**config.mk**
```make
export PLATFORM = sky130hd
export DESIGN_NAME = sum_series_inverse
export DESIGN_NICKNAME = d
export VERILOG_FILES = /design/src/rtl/sum_series_inverse.sv
export SDC_FILE = /design/constraint.sdc
export NUM_CORES = 1
export LEC_CHECK = 0
export CAP_MARGIN = 20
export CORE_AREA = 4 4 64 60
export CTS_CLUSTER_SIZE = 12
export DETAILED_ROUTE_END_ITERATION = 16
export DIE_AREA = 0 0 68 64
export PLACE_DENSITY = 0.92
export SLEW_MARGIN = 10
export SYNTH_ARGS = -nofsm -noshare
export SYNTH_HDL_FRONTEND = slang
export SYNTH_SLANG_ARGS = --single-unit
```
**constraint.sdc**
```tcl
create_clock -name Clk -period 4.49 [get_ports Clk]
set_input_delay 0.6735 -clock Clk [delete_from_list [all_inputs] [get_ports Clk]]
set_output_delay 0.6735 -clock Clk [all_outputs]
set_load 0.01 [all_outputs]
```
**src/rtl/sum_series_inverse.sv**
```systemverilog
// Inverse triangular-number search: finds the largest N with 1+2+...+N <= S by
// subtracting successive integers from S, leaving the remainder S - N(N+1)/2.
// One subtraction per clock, so a result for N takes N+1 loop cycles.
module sum_series_inverse #(
    parameter int unsigned W = 8
) (
    input  logic         Clk,
    input  logic         Reset,
    input  logic         Start,
    input  logic [W-1:0] Data_in,
    output logic [W-1:0] N_out,
    output logic [W-1:0] Rem_out,
    output logic         Exact,
    output logic         Busy,
    output logic         Stop
);

    typedef enum logic [1:0] {
        StIdle = 2'd0,
        StSub  = 2'd1,
        StDone = 2'd2
    } state_e;

    state_e         state_q, state_d;
    logic [W-1:0]   r_q, r_d;     // running remainder
    logic [W-1:0]   c_q, c_d;     // next term to subtract
    logic [W-1:0]   n_q, n_d;     // terms subtracted so far

    // State and datapath registers; Reset clears everything without waiting for Clk.
    always_ff @(posedge Clk or posedge Reset) begin
        if (Reset) begin
            state_q <= StIdle;
            r_q     <= '0;
            c_q     <= '0;
            n_q     <= '0;
        end else begin
            state_q <= state_d;
            r_q     <= r_d;
            c_q     <= c_d;
            n_q     <= n_d;
        end
    end

    // Next-state and datapath update: capture in IDLE, subtract while R >= C, hold in DONE.
    always_comb begin
        state_d = state_q;
        r_d     = r_q;
        c_d     = c_q;
        n_d     = n_q;
        case (state_q)
            StIdle: begin
                if (Start) begin
                    r_d     = Data_in;
                    c_d     = W'(1);
                    n_d     = '0;
                    state_d = StSub;
                end
            end
            StSub: begin
                // Start and Data_in are deliberately ignored here.
                if (r_q >= c_q) begin
                    r_d = r_q - c_q;
                    n_d = n_q + W'(1);
                    c_d = c_q + W'(1);
                end else begin
                    state_d = StDone;
                end
            end
            StDone: begin
                // Result holds while Start stays high; a new run needs Start low first.
                if (!Start) begin
                    state_d = StIdle;
                end
            end
            default: begin
                state_d = StIdle;
            end
        endcase
    end

    // Outputs decode directly from state and registers.
    always_comb begin
        Busy    = (state_q == StSub);
        Stop    = (state_q == StDone);
        N_out   = n_q;
        Rem_out = r_q;
        Exact   = (state_q == StDone) && (r_q == '0);
    end

    // The loop exits as soon as R < C = N+1, so a finished remainder never exceeds N.
    a_rem_bounded: assert property (@(posedge Clk) disable iff (Reset)
        (state_q == StDone) |-> (r_q <= n_q));

    // The term counter always runs one ahead of the count while looping.
    a_term_tracks_count: assert property (@(posedge Clk) disable iff (Reset)
        (state_q == StSub) |-> (c_q == n_q + W'(1)));

endmodule

```
==> summary.md, run 1 <==
| Metric | Value |
|---|---|
| Post-synthesis cell type count | 45 |
| Core ar. | ~3300 um2 |
| Least-Margin Pin Slew | around 0.8 ns |
| Syn_nets | about 220 |
| Post-synthesis cell count | 196 |
| # H-tree levels | 1 |
| Hold depth | 1 |
| Synth area leaders | dfrtp_1, o21ai_0, ha_1 |
| Overall power | around 0.0016 W |
| Max_slew headroom | 45.22% |
| Placed insts | ~260 |
| Cell Rows | 20 |
| Synth area leader | dfrtp_1 |
| Fraction of layout cells with a size suffix above 1 | 8.072% |
| DIE AREA | 4352 um2 |
| Crit Reg-Reg Endpoint | Rem_out[3] |
| DRC violations left | 0 |
| Pleak | 0.9031 nW |
| Yosys reg bits | 26 |
| Final nets | approximately 250 |
| Global-route wire length before repair | between 6000 and 7000 um |
| Gr ovfl total | 0 |
| First-pass DRT Iterations | 4 |
| Initial Util | between 50% and 60% |
| Placer Congestion | 0.8721 |
| Ports | 30 |
| Post-CTS setup buffers | 0 |
| Die Height | 64 um |
| Clock tree from TritonCTS | built |
| Post-route clock period utilization | between 70% and 80% |
| Fill count | between 200 and 300 |
| Sequential element share of the synthesized area | between 30% and 40% |
| Final WL | between 4000 and 5000 um |
| Worst-case reg-to-reg path depth | 9 |
| Vias per cell | roughly 6 |
| Remaining antenna violation count after routing | 0 |
| Final hold vios | 0 |
| Startpoint Class | flop |
| Antenna Cells | 0 |
| Hold_sp | N_out[7] |
| DP HPWL | ~3000 um |
| Max-cap violations | 0 |
| Root Driver | clkbuf_4 |
| Area grow syn2layout | 21.72% |
| Reg2reg setup slack | around 1.3 ns |
| Most frequent cells in the layout | clkdlybuf4s50_1, o21ai_0, dfrtp_1, nand2_1, inv_1 |
| Clock skew | roughly 0.016 ns |
| Max FO, Critical Path | 16 |
| VDD IR-drop max | around 0.48 mV |
| Wire length per cell | ~15 um |
| Power Dens Cells | 725.9 nW/um2 |
| Clock buffer depth | 2 |
| Req. time, crit path | 4.72 ns |
| Most common cell after layout, fill and taps aside | clkdlybuf4s50_1 |
| Ys async rst share | between 90% and 100% |
| Top_reg_cell synth | dfrtp_1 |
| Post-cts sizing count | 0 |
| Final TNS setup | 0 ns |
| RSZ-0062 raised after global routing | no |
| TritonCTS buffer count | 3 |
| Warnings from Yosys | 0 |
| Post-synth EDFFs | 0 |
| Worst r2r src | Rem_out[0] |
| Final setup vio count | 0 |
| Final slew viol count | 0 |
| Hold WS | approximately 0.49 ns |
| Worst Hold Class | flop to flop |
| Fmax achieved | just over 300 MHz |
| Largest net degree at the start of global routing | 29 |
| Critical path endpoint category | flop |
| PortBufs | 29 |
| Status | finished, final reports clean |
| Die Span X | 68 um |
| Total GRT Usage | between 20% and 30% |
| CTS Hold Buffers Added | 0 |
| Clk_lat worst skew | 0.34 ns |
| Vias | between 1,500 and 2,000 |
| Post-Place Setup Slack | 1.358 ns |
| Worst EP arrival | 3.44 ns |
| Non-filler cells, final | between 200 and 300 |
| Setup CP Type | flop to flop |
| Tmin final | 3.214 ns |
| Cell Area, Synth | roughly 1800 um2 |
| Hold EP | N_out[7] |
| DRT iter0 DRCs | between 100 and 150 |
| Share of the synthesized area in the top cell type | approximately 37% |
| # clock sinks | 26 |
| Syn_area_per_cell | around 9 um2 |
| Clk pin slew, worst setup/hold paths | roughly 0.15 ns |
| Initial antenna violation count | 0 |
| Final WS setup | around 1.3 ns |
| Number of global-route vias before repair | about 1,500 |
worst max-delay path, stage by stage (launching register included):
cell and delay [ns]:
dfrtp_1 0.43, inv_1 0.10, ha_1 0.17, inv_1 0.05
fa_1 0.42, a211oi_2 0.28, o21ai_1 0.18, a2111oi_4 0.77
nor2_2 0.35, mux2_4 0.37
flip-flops by register name, indices dropped and copies added (netlist names):
| register | count |
|---|---|
| Rem_out | 8 |
| state_q | 2 |
| N_out | 8 |
| c_q | 8 |
how the worst max path moves through the flow:
| stage | depth (start not counted) | start | endpoint | slack, ns |
|---|---|---|---|---|
| after global placement | 9 | Rem_out[0] | Rem_out[1] | 1.46 |
| after floorplan | 10 | Rem_out[0] | Rem_out[1] | 1.90 |
| final | 9 | Rem_out[0] | Rem_out[3] | 1.28 |
| after global routing | 9 | Rem_out[0] | Rem_out[1] | 1.07 |
| after detailed placement | 9 | Rem_out[0] | Rem_out[3] | 1.36 |
| after CTS | 9 | Rem_out[0] | Rem_out[1] | 1.30 |
stage by stage:
stage                     area [um2]  utilization (%)
after floorplan                 1763                -
after global placement          2078            63.88
after detailed placement        2078            63.88
after CTS                       2131            65.50
after global routing            2146            65.96
final                           2146            65.96
cells in the mapped netlist (all sizes together) (6+ instances only):
library cell and count:
nor2 10, and3 6, o21ai 28, mux2 8, inv 16, ha 10
dfrtp 26, nand2 19, o31ai 9, nand3 7, clkbuf 6
area by class of cell:
class,count,area (um2),share of cell area (%)
well taps,44,55.05,2.566
clock inverters,1,30.03,1.399
clock buffers,3,22.52,1.050
flip-flops and latches,26,650.6,30.32
repair buffers,31,312.8,14.58
multi-input cells,146,1015,47.29
inverters,16,60.06,2.799
per-layer routing:
| metal | track usage (%) | share of wire [%] |
|---|---|---|
| met4 | 8.189 | 1.4 |
| met5 | 0 | 0 |
| met3 | 4.042 | 6.9 |
| met1 | 27.61 | 45 |
| met2 | 30.81 | 46 |
report_power, final:
part | internal, W | total [W] | leakage (nW) | switching (W)
registers | 0.000307 | 0.000385 | 0.336 | 0.0000783
logic | 0.000460 | 0.00101 | 0.539 | 0.000548
clock network | 0.0000905 | 0.000164 | 0.0279 | 0.0000735
kinds of logic (layout without fill, tap and decap cells):
| kind of cell | after synthesis | in the layout | share of synthesized area, % |
|---|---|---|---|
| buffers and inverters | 24 | 51 | 5.536 |
| adder cells (fa/ha/maj) | 11 | 11 | 8.233 |
| multiplexers | 10 | 10 | 7.310 |
| flip-flops | 26 | 26 | 36.91 |
| AND/OR/NAND/NOR | 62 | 62 | 17.82 |
| AO/OA/AOI/OAI | 61 | 61 | 23.21 |
| XOR/XNOR | 2 | 2 | 0.9938 |
(Power assumes the default switching activity.)
==> run 2, diff against run 1 <==
--- a/config.mk
+++ b/config.mk
@@ -6,11 +6,11 @@
 export NUM_CORES = 1
 export LEC_CHECK = 0
 export CAP_MARGIN = 20
-export CORE_AREA = 4 4 64 60
+export CORE_AREA = 4 4 66 62
 export CTS_CLUSTER_SIZE = 12
 export DETAILED_ROUTE_END_ITERATION = 16
-export DIE_AREA = 0 0 68 64
-export PLACE_DENSITY = 0.92
+export DIE_AREA = 0 0 70 66
+export PLACE_DENSITY = 0.87
 export SLEW_MARGIN = 10
 export SYNTH_ARGS = -nofsm -noshare
 export SYNTH_HDL_FRONTEND = slang
==> constraint.sdc (replaced) <==
create_clock -name Clk -period 3.1 [get_ports Clk]
set_input_delay 0.465 -clock Clk [delete_from_list [all_inputs] [get_ports Clk]]
set_output_delay 0.465 -clock Clk [all_outputs]
set_load 0.01 [all_outputs]
==> run 2 against run 1 <==
Net effect:
- via count up 1.8%
- worst hold slack better by 0.016 ns
- cell count up 0.75%
- sequential share of layout area down 0.37 points
- clock skew down 0.0049 ns
- flip-flop and latch count unchanged
- non-clock buffer count up 2
- cell area up 1.2%
- register-to-register slack worse by 0.75 ns
- first-iteration DRC count up 26%
- critical endpoint is now Rem_out[2]
- largest cell class unchanged
- highest routed layer unchanged
==> summary.md, run 2 (synthesis gave the netlist of run 1 again) <==
| Metric | Value |
|---|---|
| Final setup vio count | 0 (unchanged) |
| Post-cts sizing count | 0 (unchanged) |
| Clk_lat worst skew | 0.28 ns (-0.06 ns) |
| Max FO, Critical Path | 12 (-4) |
| Most common cell after layout, fill and taps aside | clkdlybuf4s50_1 |
| Vias per cell | 6.052 (+0.99%) |
| PortBufs | 29 (unchanged) |
| Clock skew | 0.01158 ns (-0.004919 ns) |
| Worst EP arrival | 2.74 ns (-0.70 ns) |
| Fraction of layout cells with a size suffix above 1 | 8.889% (+0.82 points) |
| Final slew viol count | 0 (unchanged) |
| Clk pin slew, worst setup/hold paths | 0.10 ns (-0.05 ns) |
| # clock sinks | 26 (unchanged) |
| Clk pwr share | 12.3% (+1.8 points) |
| Max_slew headroom | 52.04% (+6.8 points) |
| Core ar. | 3353 um2 (+3.1%) |
| M1 WL | 1858 um (+1.2%) |
| DIE AREA | 4620 um2 (+6.2%) |
| Non-filler cells, final | 269 (+0.75%) |
| Gr ovfl total | 0 (unchanged) |
| Max-cap violations | 0 (unchanged) |
| Post-CTS setup buffers | 0 (unchanged) |
| Critical path endpoint category | flop |
| Final WS setup | 0.5243 ns (-0.7515 ns) |
| First-pass DRT Iterations | 4 (unchanged) |
| Worst Hold Class | flop to flop |
| VDD IR-drop max | 0.6604 mV (+39%) |
| Status | finished, final reports clean |
| Hold_sp | N_out[7] |
| Pleak | 0.9184 nW (+1.7%) |
| TritonCTS buffer count | 3 (unchanged) |
| Cell Rows | 20 (unchanged) |
| Placed insts | 265 (+1.1%) |
| Final nets | 248 (+0.81%) |
| DRC violations left | 0 (unchanged) |
| Final WL | 4250 um (+4.7%) |
| Vias | 1,628 (+1.8%) |
| Number of global-route vias before repair | 1,578 (+2.8%) |
| Setup CP Type | flop to flop |
| Overall power | 0.002325 W (+49%) |
| Worst r2r src | Rem_out[0] |
| Die Height | 66 um (+3.1%) |
| Wire length per cell | 15.80 um (+3.9%) |
| CTS Hold Buffers Added | 0 (unchanged) |
| Int Pwr | 0.001300 W (+52%) |
| Post-route clock period utilization | 83.09% (+12 points) |
| Initial Util | 52.57% (-1.6 points) |
| Total GRT Usage | 19.59% (-0.59 points) |
| Psw | 0.001025 W (+46%) |
| Root Driver | clkbuf_8 |
| Largest net degree at the start of global routing | 29 (unchanged) |
| Met3 WL | 273 um (-2.5%) |
| Final hold vios | 0 (unchanged) |
| Combinational share of power | 63.5% (-1.2 points) |
| # H-tree levels | 1 (unchanged) |
| Most frequent cells in the layout | clkdlybuf4s50_1, o21ai_0, dfrtp_1, nand2_1, inv_1 |
| DP HPWL | 2960 um (-0.76%) |
| Startpoint Class | flop |
| Post-Place Setup Slack | 0.5272 ns (-0.8312 ns) |
| Antenna Cells | 0 (unchanged) |
| Remaining antenna violation count after routing | 0 (unchanged) |
| Initial antenna violation count | 0 (unchanged) |
| DRT iter0 DRCs | 154 (+26%) |
| Least-Margin Pin Slew | 0.7187 ns (-0.1031 ns) |
| Sequential Power Share | 24.1% (-0.6 points) |
| Final TNS setup | 0 ns (unchanged) |
| Sw Ratio | 44.07% (-0.86 points) |
| Post-layout util | 64.78% (-1.2 points) |
| Metal2 WL | 2060 um (+9.4%) |
| Highest metal used | met4 |
| Ports | 30 (unchanged) |
| Fmax achieved | 388.2 MHz (+25%) |
| Area grow syn2layout | 23.21% |
| Tmin final | 2.576 ns (-0.6385 ns) |
| RSZ-0062 raised after global routing | no |
| Placer Congestion | 0.8578 (-1.6%) |
| Die Span X | 70 um (+2.9%) |
| Power Dens Cells | 1070 nW/um2 (+47%) |
| Crit path from | Rem_out[0] |
| Clock buffer depth | 2 (unchanged) |
| Global-route wire length before repair | 7327 um (+6.7%) |
| Req. time, crit path | 3.26 ns (-1.46 ns) |
| Clock tree from TritonCTS | built |
[run 2: layer usage]
metal / vias to the layer above / global-route usage [%]
met4: 0 / 5.263
met1: 790 / 24.69
met3: 8 / 4.711
met5: - / 0
li1: 774 / -
met2: 56 / 33.73
[run 2: path summary, 6_finish.rpt]
check                             end  slack (ns)  cells after the start
setup / recovery           Rem_out[2]        0.52                      9
hold / removal               N_out[7]        0.50                      1
setup reg to reg           Rem_out[2]        0.52                      9
hold reg to reg              N_out[7]        0.50                      1
max in group asynchronous  Rem_out[0]        2.29                      3
min in group asynchronous    N_out[5]        0.54                      3
[run 2: power groups by stage]
stage / sequential [W] / clock [W] / combinational, W
6_report: 0.000561 / 0.000287 / 0.00148
3_5_place_dp: 0.000564 / 0 / 0.00145
5_1_grt: 0.000579 / 0.000307 / 0.00163
3_3_place_gp: 0.000562 / 0 / 0.00143
4_1_cts: 0.000560 / 0.000288 / 0.00147
2_1_floorplan: 0.000570 / 0 / 0.00104
[run 2: critical path, stage by stage (launching register included)]
cell and delay (ns):
dfrtp_1 0.39, inv_1 0.09, ha_1 0.17, inv_1 0.05, fa_1 0.42, a211oi_2 0.26
o21ai_1 0.17, a2111oi_4 0.36, nor2_2 0.22, mux2_4 0.33
[run 2: metrics by stage]
step                cell area, um2  hold WS, ns
floorplan                     1763       0.4471
global placement              2101       0.4696
detailed placement            2101       0.4775
CTS                           2172       0.5037
global route                  2172       0.5413
finish                        2172       0.5010
[run 2: layout make-up]
| class | count | area (um2) |
|---|---|---|
| clock buffers | 3 | 41.29 |
| clock inverters | 1 | 30.03 |
| fillers | 294 | 1181 |
| inverters | 16 | 60.06 |
| multi-input cells | 146 | 1015 |
| flip-flops and latches | 26 | 650.6 |
| well taps | 44 | 55.05 |
| repair buffers | 33 | 320.3 |
==> run 3, diff against run 2 <==
--- a/config.mk
+++ b/config.mk
@@ -6,11 +6,11 @@
 export NUM_CORES = 1
 export LEC_CHECK = 0
 export CAP_MARGIN = 20
-export CORE_AREA = 4 4 66 62
+export CORE_AREA = 4 4 69 65
 export CTS_CLUSTER_SIZE = 12
 export DETAILED_ROUTE_END_ITERATION = 16
-export DIE_AREA = 0 0 70 66
-export PLACE_DENSITY = 0.87
+export DIE_AREA = 0 0 73 69
+export PLACE_DENSITY = 0.84
 export SLEW_MARGIN = 10
 export SYNTH_ARGS = -nofsm -noshare
 export SYNTH_HDL_FRONTEND = slang
==> constraint.sdc (replaced) <==
create_clock -name Clk -period 2.1 [get_ports Clk]
set_input_delay 0.315 -clock Clk [delete_from_list [all_inputs] [get_ports Clk]]
set_output_delay 0.315 -clock Clk [all_outputs]
set_load 0.01 [all_outputs]
==> run 3 against run 2 <==
Net effect:
- critical endpoint is now Rem_out[4]
- global-route usage grew 1.6 points
- critical path type unchanged
- cell count grew 18%
- worst hold slack lost 0.10 ns
- the flow now finishes with violations (setup timing)
==> summary.md, run 3 (synthesis gave the netlist of run 1 again) <==
| Metric | Value |
|---|---|
| Post-layout util | 70.75% (+6.0 points) |
| Root Driver | clkbuf_8 |
| # H-tree levels | 1 (unchanged) |
| Power Dens Cells | 1684 nW/um2 (+57%) |
| First-pass DRT Iterations | 5 (+1) |
| Final nets | 294 (+19%) |
| Worst Hold Class | primary input to async pin |
| Worst r2r src | Rem_out[0] |
| Total GRT Usage | 21.17% (+1.6 points) |
| Antenna Cells | 0 (unchanged) |
| Pleak | 1.163 nW (+27%) |
| TritonCTS buffer count | 3 (unchanged) |
| Most frequent CP cell | buf_4 |
| Area grow syn2layout | 48.69% |
| Initial antenna violation count | 0 (unchanged) |
| Max FO, Critical Path | 3 (-9) |
| Worst-path cell chain | inv_2 -> ha_4 -> inv_2 -> fa_2 -> a211oi_4 -> buf_4 -> buf_4 -> nor3b_1 -> buf_4 -> o31ai_1 -> mux2_4 |
| Clock buffer depth | 2 (unchanged) |
| Wire length per cell | 17.09 um (+8.2%) |
| Failing checks | setup timing |
| Critical path endpoint category | flop |
| Cell depth of the worst setup path | 11 (+2) |
| Placed insts | 308 (+16%) |
| Post-route clock period utilization | 116.1% (+33 points) |
| Remaining antenna violation count after routing | 0 (unchanged) |
| Critical Path Slowest Stage Cell | dfrtp_1 |
| Startpoint Class | flop |
| Fraction of layout cells with a size suffix above 1 | 29.89% (+21 points) |
| Status | complete, but fails checks |
| Clock tree from TritonCTS | built |
| Finished Cell Area | 2621 um2 (+21%) |
| DRT iter0 DRCs | 121 (-21%) |
| Clk pin slew, worst setup/hold paths | 0.10 ns (about the same) |
| Cell Rows | 21 (+5.0%) |
| Initial Util | 47.59% (-5.0 points) |
| Final setup vio count | 26 (+26) |
| Final slew viol count | 0 (unchanged) |
| Worst path max stage delay | 0.40 ns (-0.02 ns) |
| # clock sinks | 26 (unchanged) |
| Global-route wire length before repair | 8362 um (+14%) |
| DIE AREA | 5037 um2 (+9.0%) |
| CTS Hold Buffers Added | 0 (unchanged) |
| Worst-case reg-to-reg path depth | 11 (+2) |
| Least-Margin Pin Slew | 0.4548 ns (-0.2639 ns) |
| CP endpoint | Rem_out[4] |
| Vias | 1,851 (+14%) |
| Clock skew | 0.008242 ns (-0.003339 ns) |
| Crit Reg-Reg Endpoint | Rem_out[4] |
| Die Span X | 73 um (+4.3%) |
| Most frequent cells in the layout | buf_4, clkdlybuf4s50_1, dfrtp_1, nand2_1, inv_1 |
| Gr ovfl total | 0 (unchanged) |
| Ports | 30 (unchanged) |
| Number of global-route vias before repair | 1,764 (+12%) |
| Final hold vios | 0 (unchanged) |
| Max_slew headroom | 69.61% (+18 points) |
| Max-cap violations | 0 (unchanged) |
| Placer Congestion | 0.8646 (+0.79%) |
| Req. time, crit path | 2.32 ns (-0.94 ns) |
| Most common cell after layout, fill and taps aside | buf_4 |
| Placed cell area | 2430 um2 (+16%) |
| Largest net degree at the start of global routing | 27 (-6.9%) |
| Die Height | 69 um (+4.5%) |
| RSZ-0062 raised after global routing | yes |
| DRC violations left | 0 (unchanged) |
| PortBufs | 29 (unchanged) |
| Crit path from | Rem_out[0] |
| Cell family with most CP delay | compound AO/OA/AOI/OAI gates |
| Reg2reg setup slack | -0.34 ns (-0.86 ns) |
| Final WL | 5419 um (+28%) |
| Non-filler cells, final | 317 (+18%) |
| Worst EP arrival | 2.66 ns (-0.08 ns) |
| Fmax achieved | 410.2 MHz (+5.6%) |
| Final WS setup | -0.3380 ns (-0.8623 ns) |
| Setup CP Type | flop to flop |
| VDD IR-drop max | 0.9123 mV (+38%) |
| Vias per cell | 5.839 (-3.5%) |
| Clk_lat worst skew | 0.28 ns (about the same) |
| Tmin final | 2.438 ns (-0.1377 ns) |
| DP HPWL | 3764 um (+27%) |
| Core ar. | 3705 um2 (+10%) |
| Overall power | 0.004414 W (+90%) |
| Crit path buf inv count | 5 (+3) |
==> run 3: worst register-to-register path, delay by kind of cell (launching register included) <==
| kind | cells | cell delay (ns) |
|---|---|---|
| flip-flops | 1 | 0.40 |
| AO/OA/AOI/OAI | 2 | 0.65 |
| multiplexers | 1 | 0.23 |
| AND/OR/NAND/NOR | 1 | 0.07 |
| buffers and inverters | 5 | 0.50 |
| adder cells (fa/ha/maj) | 2 | 0.51 |
==> run 3: layout make-up <==
cell class / instances / area [um2]
inverters: 16 / 60.06
clock buffers: 4 / 55.05
multi-input cells: 147 / 1096
repair buffers: 78 / 701.9
flip-flops and latches: 26 / 650.6
well taps: 46 / 57.56
fillers: 272 / 1084
==> run 3: power by group <==
part	leakage, nW	switching [W]	total (W)	internal, W
sequential	0.336	0.000128	0.000785	0.000657
combinational	0.798	0.00159	0.00329	0.00170
clock	0.0288	0.000167	0.000335	0.000168
==> run 3: worst min path at each step <==
stage          slack [ns]  depth (start not counted)  endpoint
2_1_floorplan        0.36                          1  N_out[0]
3_3_place_gp         0.46                          1    c_q[7]
3_5_place_dp         0.48                          1    c_q[7]
4_1_cts              0.41                          3  N_out[5]
5_1_grt              0.46                          3  N_out[6]
6_report             0.40                          3    c_q[2]
==> run 3: layer usage <==
metal	routed length (um)	GRT usage (%)	vias to the layer above	share of wire, %
met1	2311	28.57	896	43
met3	264	3.924	14	4.9
met5	0	0	-	0
li1	-	-	873	-
met2	2676	33.76	68	49
met4	167	6.762	0	3.1
==> run 3: what timing repair did <==
action                                  in CTS  in global routing
endpoints found under the setup margin      27                 26
pin swaps                                    7                  1
setup buffers                                2                  1
gates resized for setup                     13                 24
cloned                                       1                  1
==> run 3: metrics by stage <==
step | setup WS, ns | setup TNS [ns] | hold slack (ns)
final | -0.3380 | -6.196 | 0.4013
after global routing | -0.4396 | -9.094 | 0.4563
after CTS | -0.2784 | -5.455 | 0.4132
after detailed placement | -0.3929 | -7.475 | 0.4804
after global placement | -0.2788 | -4.607 | 0.4607
after floorplan | -0.4810 | -8.001 | 0.3550
